**src/rtl/sasa_pkg.sv**
```systemverilog
// Shared SASA CAM datapath definitions.
// Contents: CAM length constant, direction encodings and the match-enumerator
// FSM state type.
package sasa_pkg;

    localparam int unsigned SASA_CAM_LEN = 256;
    localparam int unsigned SASA_SEG_LEN = 16;

    localparam logic DIR_HI_FIRST = 1'b0;
    localparam logic DIR_LO_FIRST = 1'b1;

    typedef enum logic [1:0] {
        IDLE = 2'd0,
        FIND = 2'd1,
        EMIT = 2'd2
    } state_t;

endpackage

```
**src/rtl/sasa_prio_sel.sv**
```systemverilog
// Combinational priority selector with a run-time direction.
// Ports:
//   req    - request vector
//   dir    - DIR_HI_FIRST picks the highest set bit, DIR_LO_FIRST the lowest
//   found  - any request set
//   onehot - winning request, one-hot (zero when nothing is set)
//   index  - binary index of the winner (zero when nothing is set)
module sasa_prio_sel
    import sasa_pkg::*;
#(
    parameter int unsigned WIDTH = 16,
    localparam int unsigned IW = (WIDTH > 1) ? $clog2(WIDTH) : 1
) (
    input  logic [WIDTH-1:0] req,
    input  logic             dir,
    output logic             found,
    output logic [WIDTH-1:0] onehot,
    output logic [IW-1:0]    index
);

    // Later hits overwrite earlier ones, so the scan order decides the winner.
    always_comb begin
        found  = |req;
        index  = '0;
        onehot = '0;
        for (int unsigned i = 0; i < WIDTH; i++) begin
            if (dir == DIR_HI_FIRST) begin
                if (req[i]) index = IW'(i);
            end else begin
                if (req[WIDTH-1-i]) index = IW'(WIDTH-1-i);
            end
        end
        if (found) onehot[index] = 1'b1;
    end

endmodule

```
**src/rtl/sasa_match_enum.sv**
```systemverilog
// Sequential match enumerator: accepts one CAM OR-match vector and emits every
// set bit in priority order, one beat per handshake.
// Ports:
//   clk, rst_n              - clock, synchronous active-low reset
//   in_valid/in_ready       - vector handshake (in_ready only in IDLE)
//   in_vector, in_dir,
//   in_limit                - vector, direction and beat limit (0 = unlimited)
//   abort                   - drop the current transaction
//   out_valid/out_ready     - beat handshake
//   out_onehot, out_index,
//   out_ord, out_last,
//   out_none                - beat payload
//   busy                    - not IDLE
module sasa_match_enum
    import sasa_pkg::*;
#(
    parameter int unsigned VEC_LEN = SASA_CAM_LEN,
    parameter int unsigned SEG_LEN = SASA_SEG_LEN,
    localparam int unsigned IDX_W = $clog2(VEC_LEN)
) (
    input  logic               clk,
    input  logic               rst_n,
    input  logic               in_valid,
    output logic               in_ready,
    input  logic [VEC_LEN-1:0] in_vector,
    input  logic               in_dir,
    input  logic [IDX_W:0]     in_limit,
    input  logic               abort,
    output logic               out_valid,
    input  logic               out_ready,
    output logic [VEC_LEN-1:0] out_onehot,
    output logic [IDX_W-1:0]   out_index,
    output logic [IDX_W:0]     out_ord,
    output logic               out_last,
    output logic               out_none,
    output logic               busy
);

    localparam int unsigned NSEG  = VEC_LEN / SEG_LEN;
    localparam int unsigned SEG_W = $clog2(NSEG);
    localparam int unsigned BIT_W = $clog2(SEG_LEN);
    localparam int unsigned CNT_W = IDX_W + 1;

    state_t state;
    state_t state_nxt;

    logic [VEC_LEN-1:0] residual;
    logic               dir_q;
    logic [CNT_W-1:0]   limit_q;
    logic [CNT_W-1:0]   ord;

    logic               accept_c;
    logic               beat_c;

    logic [NSEG-1:0]    seg_nz;
    logic               seg_found;
    logic [NSEG-1:0]    seg_oh;
    logic [SEG_W-1:0]   seg_idx;
    logic [IDX_W-1:0]   seg_base;
    logic [SEG_LEN-1:0] seg_word;
    logic               bit_found;
    logic [SEG_LEN-1:0] bit_oh;
    logic [BIT_W-1:0]   bit_idx;

    logic               found_c;
    logic [VEC_LEN-1:0] onehot_c;
    logic [IDX_W-1:0]   index_c;
    logic               last_c;

    // State register.
    always_ff @(posedge clk) begin
        if (!rst_n) state <= IDLE;
        else        state <= state_nxt;
    end

    // Next state and handshake strobes; abort overrides every transition.
    always_comb begin
        state_nxt = state;
        accept_c  = 1'b0;
        beat_c    = 1'b0;
        case (state)
            IDLE: begin
                if (in_valid) begin
                    accept_c  = 1'b1;
                    state_nxt = FIND;
                end
            end
            FIND: state_nxt = EMIT;
            EMIT: begin
                if (out_ready) begin
                    beat_c    = 1'b1;
                    state_nxt = out_last ? IDLE : FIND;
                end
            end
            default: state_nxt = IDLE;
        endcase
        if (abort) begin
            state_nxt = IDLE;
            accept_c  = 1'b0;
            beat_c    = 1'b0;
        end
    end

    // Per-segment nonzero flags for the coarse search.
    always_comb begin
        seg_nz = '0;
        for (int unsigned s = 0; s < NSEG; s++) begin
            seg_nz[s] = |residual[s*SEG_LEN +: SEG_LEN];
        end
    end

    sasa_prio_sel #(.WIDTH(NSEG)) u_seg_sel (
        .req    (seg_nz),
        .dir    (dir_q),
        .found  (seg_found),
        .onehot (seg_oh),
        .index  (seg_idx)
    );

    assign seg_base = {seg_idx, {BIT_W{1'b0}}};
    assign seg_word = residual[seg_base +: SEG_LEN];

    sasa_prio_sel #(.WIDTH(SEG_LEN)) u_bit_sel (
        .req    (seg_word),
        .dir    (dir_q),
        .found  (bit_found),
        .onehot (bit_oh),
        .index  (bit_idx)
    );

    // Full-width one-hot is the outer product of the two one-hot selections.
    always_comb begin
        onehot_c = '0;
        for (int unsigned s = 0; s < NSEG; s++) begin
            for (int unsigned b = 0; b < SEG_LEN; b++) begin
                onehot_c[s*SEG_LEN + b] = seg_oh[s] & bit_oh[b];
            end
        end
    end

    assign found_c = seg_found & bit_found;
    assign index_c = found_c ? {seg_idx, bit_idx} : '0;
    assign last_c  = ((residual & ~onehot_c) == '0)
                   || ((limit_q != '0) && (ord == limit_q - CNT_W'(1)))
                   || !found_c;

    // Transaction registers and registered beat outputs.
    always_ff @(posedge clk) begin
        if (!rst_n) begin
            residual   <= '0;
            dir_q      <= DIR_HI_FIRST;
            limit_q    <= '0;
            ord        <= '0;
            in_ready   <= 1'b1;
            out_valid  <= 1'b0;
            busy       <= 1'b0;
            out_onehot <= '0;
            out_index  <= '0;
            out_ord    <= '0;
            out_last   <= 1'b0;
            out_none   <= 1'b0;
        end else begin
            in_ready  <= (state_nxt == IDLE);
            out_valid <= (state_nxt == EMIT);
            busy      <= (state_nxt != IDLE);
            if (abort) begin
                residual <= '0;
            end else begin
                if (accept_c) begin
                    residual <= in_vector;
                    dir_q    <= in_dir;
                    limit_q  <= in_limit;
                    ord      <= '0;
                end
                if (state == FIND) begin
                    out_onehot <= onehot_c;
                    out_index  <= index_c;
                    out_ord    <= ord;
                    out_last   <= last_c;
                    out_none   <= !found_c;
                end
                if (beat_c) begin
                    residual <= residual & ~out_onehot;
                    ord      <= ord + CNT_W'(1);
                end
            end
        end
    end

endmodule

```
**config.mk**
```make
export PLATFORM = sky130hd
export DESIGN_NAME = sasa_match_enum
export DESIGN_NICKNAME = d
export VERILOG_FILES = /design/src/rtl/sasa_pkg.sv /design/src/rtl/sasa_prio_sel.sv /design/src/rtl/sasa_match_enum.sv
export SDC_FILE = /design/constraint.sdc
export NUM_CORES = 2
export LEC_CHECK = 0
export CORE_ASPECT_RATIO = 0.8
export CORE_MARGIN = 2
export CORE_UTILIZATION = 50
export CTS_CLUSTER_SIZE = 40
export DETAILED_ROUTE_END_ITERATION = 12
export DONT_BUFFER_PORTS = 1
export PLACE_DENSITY = 0.77
export REMOVE_ABC_BUFFERS = 1
export SLEW_MARGIN = 20
export SYNTH_ARGS = -nofsm -noshare
export SYNTH_HDL_FRONTEND = slang
export SYNTH_SLANG_ARGS = --single-unit
```
**constraint.sdc**
```tcl
create_clock -name clk -period 6.6 [get_ports clk]
set_input_delay 1.32 -clock clk [delete_from_list [all_inputs] [get_ports clk]]
set_output_delay 1.32 -clock clk [all_outputs]
set_load 0.02 [all_outputs]
```
== Yosys cells after proc, flatten, opt, wreduce, memory -nomap -nowiden ==
Index checks and enable logic that the tools add are counted.

* Input bits: 271
* Logic and storage cells: 437
* Output and inout bits: 278
* Flip-flop bits (word level): 555

* Mux-type cells: 116
* Order comparisons: 4
* Equality and inequality tests: 4
* Bitwise logic cells: 263
* $add $sub $neg: 2
* Reductions and logical operators: 34
* Shift-type cells: 1

{| class="wikitable"
|+ Operators by type and width
! cell !! count
|-
| $and A256 B256 Y256 || 2
|-
| $mux W256 || 2
|-
| $not A256 Y256 || 2
|-
| $mux W4 || 94
|-
| $reduce_or A16 Y1 || 17
|-
| $and A1 B1 Y1 || 257
|-
| $logic_not A256 Y1 || 1
|-
| $reduce_or A256 Y1 || 1
|-
| $shiftx A256 B9 Y16 || 1
|-
| $mux W16 || 2
|-
| $mux W9 || 2
|-
| $lt A4 B5 Y1 const B || 2
|-
| $add A9 B1 Y9 const B || 1
|-
| $eq A9 B9 Y1 || 1
|-
| $mux W1 || 9
|-
| $reduce_bool A9 Y1 || 1
|-
| $sub A9 B1 Y9 const B || 1
|-
| $demux W1 S4 || 2
|-
| $ge A4 B1 Y1 const B || 2
|-
| $mux W8 || 1
|-
| $mux W2 || 3
|-
| $pmux W2 S3 || 1
|-
| $reduce_and A2 Y1 || 3
|-
| $eq A2 B2 Y1 const B || 2
|-
| 8 further kinds || 14
|}

== Depth between registers and ports, before layout ==
* Word-level depth: 77
* Depth in mapped cells: 28
* Mapped depth without buffers: 20

== By module ==
A second synthesis with hierarchy kept.

* Cells, all modules: 3297
* Area, all modules: 27645.3 um2

{| class="wikitable"
|+ By module, submodules not included
! module !! seq. area each (um2) !! cells an instance !! times used !! area each (um2)
|-
| sasa_match_enum || 11110.7 || 3095 || 1 || 26361.5
|-
| sasa_prio_sel || 0.0 || 101 || 2 || 641.9
|}

== Worst setup path after synthesis ==
OpenSTA, ideal clock, no wires.

* Path kind: register -> register
* Start point: register residual[200]
* End point: register out_last
* Data required time: 6.513 ns
* Path buffers: 5
* Clock period less this slack: 5.735 ns
* Setup time: 0.087 ns
* Setup slack: 0.865 ns
* Data arrival time: 5.648 ns
* Stages on the path, launching flop included: 26
* Cell sequence: dfxtp_1 -> nor4_1 -> nand4_2 -> nor3_2 -> o221ai_2 -> or3b_1 -> buf_6 -> nand2_8 -> buf_8 -> buf_6 -> mux2_4 -> a2111oi_2 -> nand4_1 -> or2_0 -> o211a_1 -> o211a_1 -> o31a_2 -> a21o_1 -> buf_6 -> buf_6 -> o31ai_1 -> o2111ai_1 -> a2111o_1 -> nor4_1 -> nand4_1 -> o31ai_1

* Longest elaborated chain between the ends: 71
* Elaborated cells between the ends (all ways): 364
* Those cells by class: order compare: 4; shift: 1; mux: 91; bitwise: 259; reduce/logical: 9

{| class="wikitable"
|+ RTL lines
! what !! RTL line !! source
|-
| start, declared || sasa_match_enum.sv:47 || <nowiki>logic [VEC_LEN-1:0] residual;</nowiki>
|-
| start signal, assigned || sasa_match_enum.sv:170 || <nowiki>residual <= in_vector;</nowiki>
|-
| start signal, assigned || sasa_match_enum.sv:183 || <nowiki>residual <= residual & ~out_onehot;</nowiki>
|-
| $reduce_or A16 Y1 || sasa_match_enum.sv:108 || <nowiki>seg_nz[s] = |residual[s*SEG_LEN +: SEG_LEN];</nowiki>
|-
| $mux W4 || sasa_prio_sel.sv:30 || <nowiki>if (req[WIDTH-1-i]) index = IW'(WIDTH-1-i);</nowiki>
|-
| $mux W4 || sasa_prio_sel.sv:27 || <nowiki>if (dir == DIR_HI_FIRST) begin</nowiki>
|-
| $mux W4, on equally long branches || sasa_prio_sel.sv:28, sasa_prio_sel.sv:30 ||
|-
| $mux W4 || sasa_prio_sel.sv:27 ||
|-
| $mux W4, on equally long branches || sasa_prio_sel.sv:28, sasa_prio_sel.sv:30 ||
|-
| $mux W4 || sasa_prio_sel.sv:27 ||
|-
| $mux W4, on equally long branches || sasa_prio_sel.sv:28, sasa_prio_sel.sv:30 ||
|-
| [... 55 more ...] || n/a ||
|-
| $demux W1 S4 || n/a ||
|-
| $mux W16 || sasa_prio_sel.sv:33 || <nowiki>if (found) onehot[index] = 1'b1;</nowiki>
|-
| $and A1 B1 Y1 || sasa_match_enum.sv:136 || <nowiki>onehot_c[s*SEG_LEN + b] = seg_oh[s] & bit_oh[b];</nowiki>
|-
| $not A256 Y256 || sasa_match_enum.sv:143 || <nowiki>assign last_c = ((residual & ~onehot_c) == '0)</nowiki>
|-
| $and A256 B256 Y256 || sasa_match_enum.sv:143 ||
|-
| $logic_not A256 Y1 || sasa_match_enum.sv:143 ||
|-
| $logic_or A1 B1 Y1 || sasa_match_enum.sv:144 || <nowiki>|| ((limit_q != '0) && (ord == limit_q - CNT_W'(1)))</nowiki>
|-
| $logic_or A1 B1 Y1 * || sasa_match_enum.sv:145 || <nowiki>|| !found_c;</nowiki>
|-
| end signal, assigned || sasa_match_enum.sv:179 || <nowiki>out_last <= last_c;</nowiki>
|-
| end, declared || sasa_match_enum.sv:34 || <nowiki>output logic out_last,</nowiki>
|}

Every way passes the cells marked *; elsewhere a longest branch is shown, timed or not.
A chain may end at the register's enable or synchronous reset.

== Final worst setup path ==
* Start point: register residual[60]
* End point: register out_last

* Longest elaborated chain between the ends: 71
* Elaborated cells between the ends (all ways): 364
* Those cells by class: order compare: 4; shift: 1; mux: 91; bitwise: 259; reduce/logical: 9

{| class="wikitable"
|+ RTL lines
! what !! RTL line !! source
|-
| $reduce_or A16 Y1 || sasa_match_enum.sv:108 ||
|-
| $mux W4 || sasa_prio_sel.sv:28 || <nowiki>if (req[i]) index = IW'(i);</nowiki>
|-
| $mux W4 || sasa_prio_sel.sv:27 ||
|-
| $mux W4, on equally long branches || sasa_prio_sel.sv:28, sasa_prio_sel.sv:30 ||
|-
| $mux W4 || sasa_prio_sel.sv:27 ||
|-
| $mux W4, on equally long branches || sasa_prio_sel.sv:28, sasa_prio_sel.sv:30 ||
|-
| $mux W4 || sasa_prio_sel.sv:27 ||
|-
| $mux W4, on equally long branches || sasa_prio_sel.sv:28, sasa_prio_sel.sv:30 ||
|-
| [... 55 more ...] || n/a ||
|-
| $demux W1 S4 || n/a ||
|-
| $mux W16 || sasa_prio_sel.sv:33 ||
|-
| $and A1 B1 Y1 || sasa_match_enum.sv:136 ||
|-
| $not A256 Y256 || sasa_match_enum.sv:143 ||
|-
| $and A256 B256 Y256 || sasa_match_enum.sv:143 ||
|-
| $logic_not A256 Y1 || sasa_match_enum.sv:143 ||
|-
| $logic_or A1 B1 Y1 || sasa_match_enum.sv:144 ||
|-
| $logic_or A1 B1 Y1 * || sasa_match_enum.sv:145 ||
|}

Marked as above.

==> out/qor.yml <==
slew_headroom: 0.0907
p_int_mw: 7.14
vias: 38500
fp-row-count: 78
cp_max_fo: 8
critPathCaptureType: "flip-flop"
wirelength_um: 193000
maxCapViolations: 0
p_sw_frac: 0.423
grt_max_degree: 298
drive_above_1_share: 0.274
crit_family: "simple AND/OR/NAND/NOR gates"
switchingPower_mw: 5.24
ys_ff_latch: 555
antenna_found_initial: 33
violations: "setup timing"
place_inst: 4966
dr.pass1.iters: 8
cp.required_ns: 7.17
start_util: 0.507
avgRoutedWirePerCell_um: 37.8
synth_top_cells_by_area: "dfxtp_1 (39%), a2111oi_0 (8.0%), nor2_1 (8.0%)"
grt_pass1_wl_um: 262000
combPwrFrac: 0.460
rsz0062_at_grt: "yes"
slew_violations: 0
nNetsFinal: 4562
clk_pin_slew_ns: 0.08
cts_buffers: 51
synth_top_area_frac: 0.385
io_pins: 549
syn_inst: 3698
core_area_um2: 56900
syn_to_final_growth_pct: 33.3
crit_top_cell: "buf_4"
p_per_area_nw_per_um2: 322
status: "complete, but fails checks"
postSynthAreaPerCell_um2: 7.80
startpoint_type: "flip-flop"
leakage_nw: 14.2
ctsHoldBuffers: 0
die_w_um: 273
insertion_delay_ns: 0.64
vias_per_cell: 7.54
grt.total_usage: 0.618
die-area_um2: 59700
tightest_slew_ns: 1.33
fin_crit_sh: 1.11
port-buffer-count: 0
setup_viol: 7
ys_types: 106
slowest_delay_ns: 0.50
hold_viol_final: 0
hp-class: "reg2reg"
nFillCells: 4535
arrival_ns: 7.91
crit_buf_inv: 11
setup_slack_ns: -0.746
synth-main-ff-cell: "dfxtp_1"
cts-root-buf: "clkbuf_16"
clock_sinks: 555
htreeDepth: 2
cpMaxStageDelayCell: "or4_4"
final_util: 0.676
yosysTopAreaCell: "dfxtp_1"
synth_edf_count: 0
power.share.clock: 0.259
holdWs_ns: 0.511
drt-initial-drc-count: 7526
finalSetupTns_ns: -0.849
max_freq_ghz: 0.136
final_cell_mix: "buf_4 (818), nor2_1 (603), dfxtp_1 (553)"
hpwl_um: 147000
drc: 0
yosysSeqAreaShare: 0.385
path_class: "reg2reg"
min_period_ns: 7.35
power_frac_seq: 0.281
grt_pass1_vias: 34400
irDropWorstVdd_v: 0.000298
overflow: 0
clock_skew_ns: 0.0277
final_antenna_net_count: 0
final_common_cell: "buf_4"
async_flop_share: 0
tritoncts: "yes"
clock_path_buffers: 3
yosys_warnings: 0
die_y_um: 219
gp_congestion: 1.31
instances_no_fill: 5112
syn_area_um2: 28900
[final cells by class]
cell class	count	area [µm²]	share of cell area
Inverter	13	48.8	0.00127
Clock buffer	75	1510	0.0392
Multi-Input combinational cell	2787	17300	0.451
Antenna cell	21	52.6	0.00137
Timing Repair Buffer	881	7210	0.187
Sequential cell	555	11100	0.289
Clock inverter	20	259	0.00673
Tap cell	760	951	0.0247
[metrics by stage]
step | total power, mW | cell area (µm²) | setup slack, ns
final | 12.4 | 38500 | -0.746
after global routing | 12.3 | 38400 | -0.590
after CTS | 11.6 | 37800 | -0.249
after detailed placement | 8.34 | 35400 | -1.48
after global placement | 8.36 | 35300 | -1.50
after floorplan | 5.23 | 27400 | -17.40
[state kept, by name, summed over array words and instances, names as in the netlist]
register,cells
limit_q,9
out_ord,9
out_index,8
in_ready,1
out_none,1
busy,1
out_valid,1
ord,9
out_onehot,256
residual,256
dir_q,1
out_last,1
state,2
[synthesized netlist by cell type (all sizes together) (81+ instances only)]
library cell  number
nand3            233
o21ai            169
a2111oi          267
o31ai            102
a21oi            131
nor2b             88
dfxtp            555
nor3              81
a21boi           188
nor2             619
nand2            359
nor4             114
clkbuf           265
[worst min-delay path: cells and delay by family, from the launching register on]
family	cells	cell delay, ns
AO/OA/AOI/OAI	1	0.07
flip-flops	1	0.33
AND/OR/NAND/NOR	1	0.06
[cells by family after synthesis]
group	count (synthesis)	share of synthesized area
flops	555	0.385
fa+ha+maj	2	0.000867
compound gates	1066	0.274
simple gates	1670	0.272
mux	35	0.0129
buf+inv	357	0.0515
xor+xnor	13	0.00395
[final timing paths]
path	slack (ns)	cells after the start	endpoint	from
hold reg to reg	0.51	2	limit_q[1]	limit_q[1]
setup reg to reg	-0.75	31	out_last	residual[60]
hold / removal	0.51	2	limit_q[1]	limit_q[1]
setup / recovery	-0.75	31	out_last	residual[60]
[power groups by stage]
stage | clock (mW) | sequential (mW) | combinational, mW
4_1_cts | 3.16 | 3.47 | 5.00
6_report | 3.21 | 3.48 | 5.69
2_1_floorplan | 0 | 3.54 | 1.69
3_5_place_dp | 0 | 3.54 | 4.80
3_3_place_gp | 0 | 3.54 | 4.82
5_1_grt | 3.29 | 3.48 | 5.53
[timing repair]
| item | in CTS | in global routing |
|---|---|---|
| gates resized for setup | 107 | 109 |
| cloned | 1 | 0 |
| pin swaps | 22 | 45 |
| buffers inserted | 6 | 23 |
| endpoints found under the setup margin | 184 | 39 |
[layer usage]
layer	wire length [µm]	vias up	global-route usage
met1	68000	18200	0.745
met2	71700	4267	0.817
li1	-	14900	-
met3	35400	1123	0.353
met4	17200	42	0.422
met5	725	-	0.0296
Power figures use the tool's default switching activity.
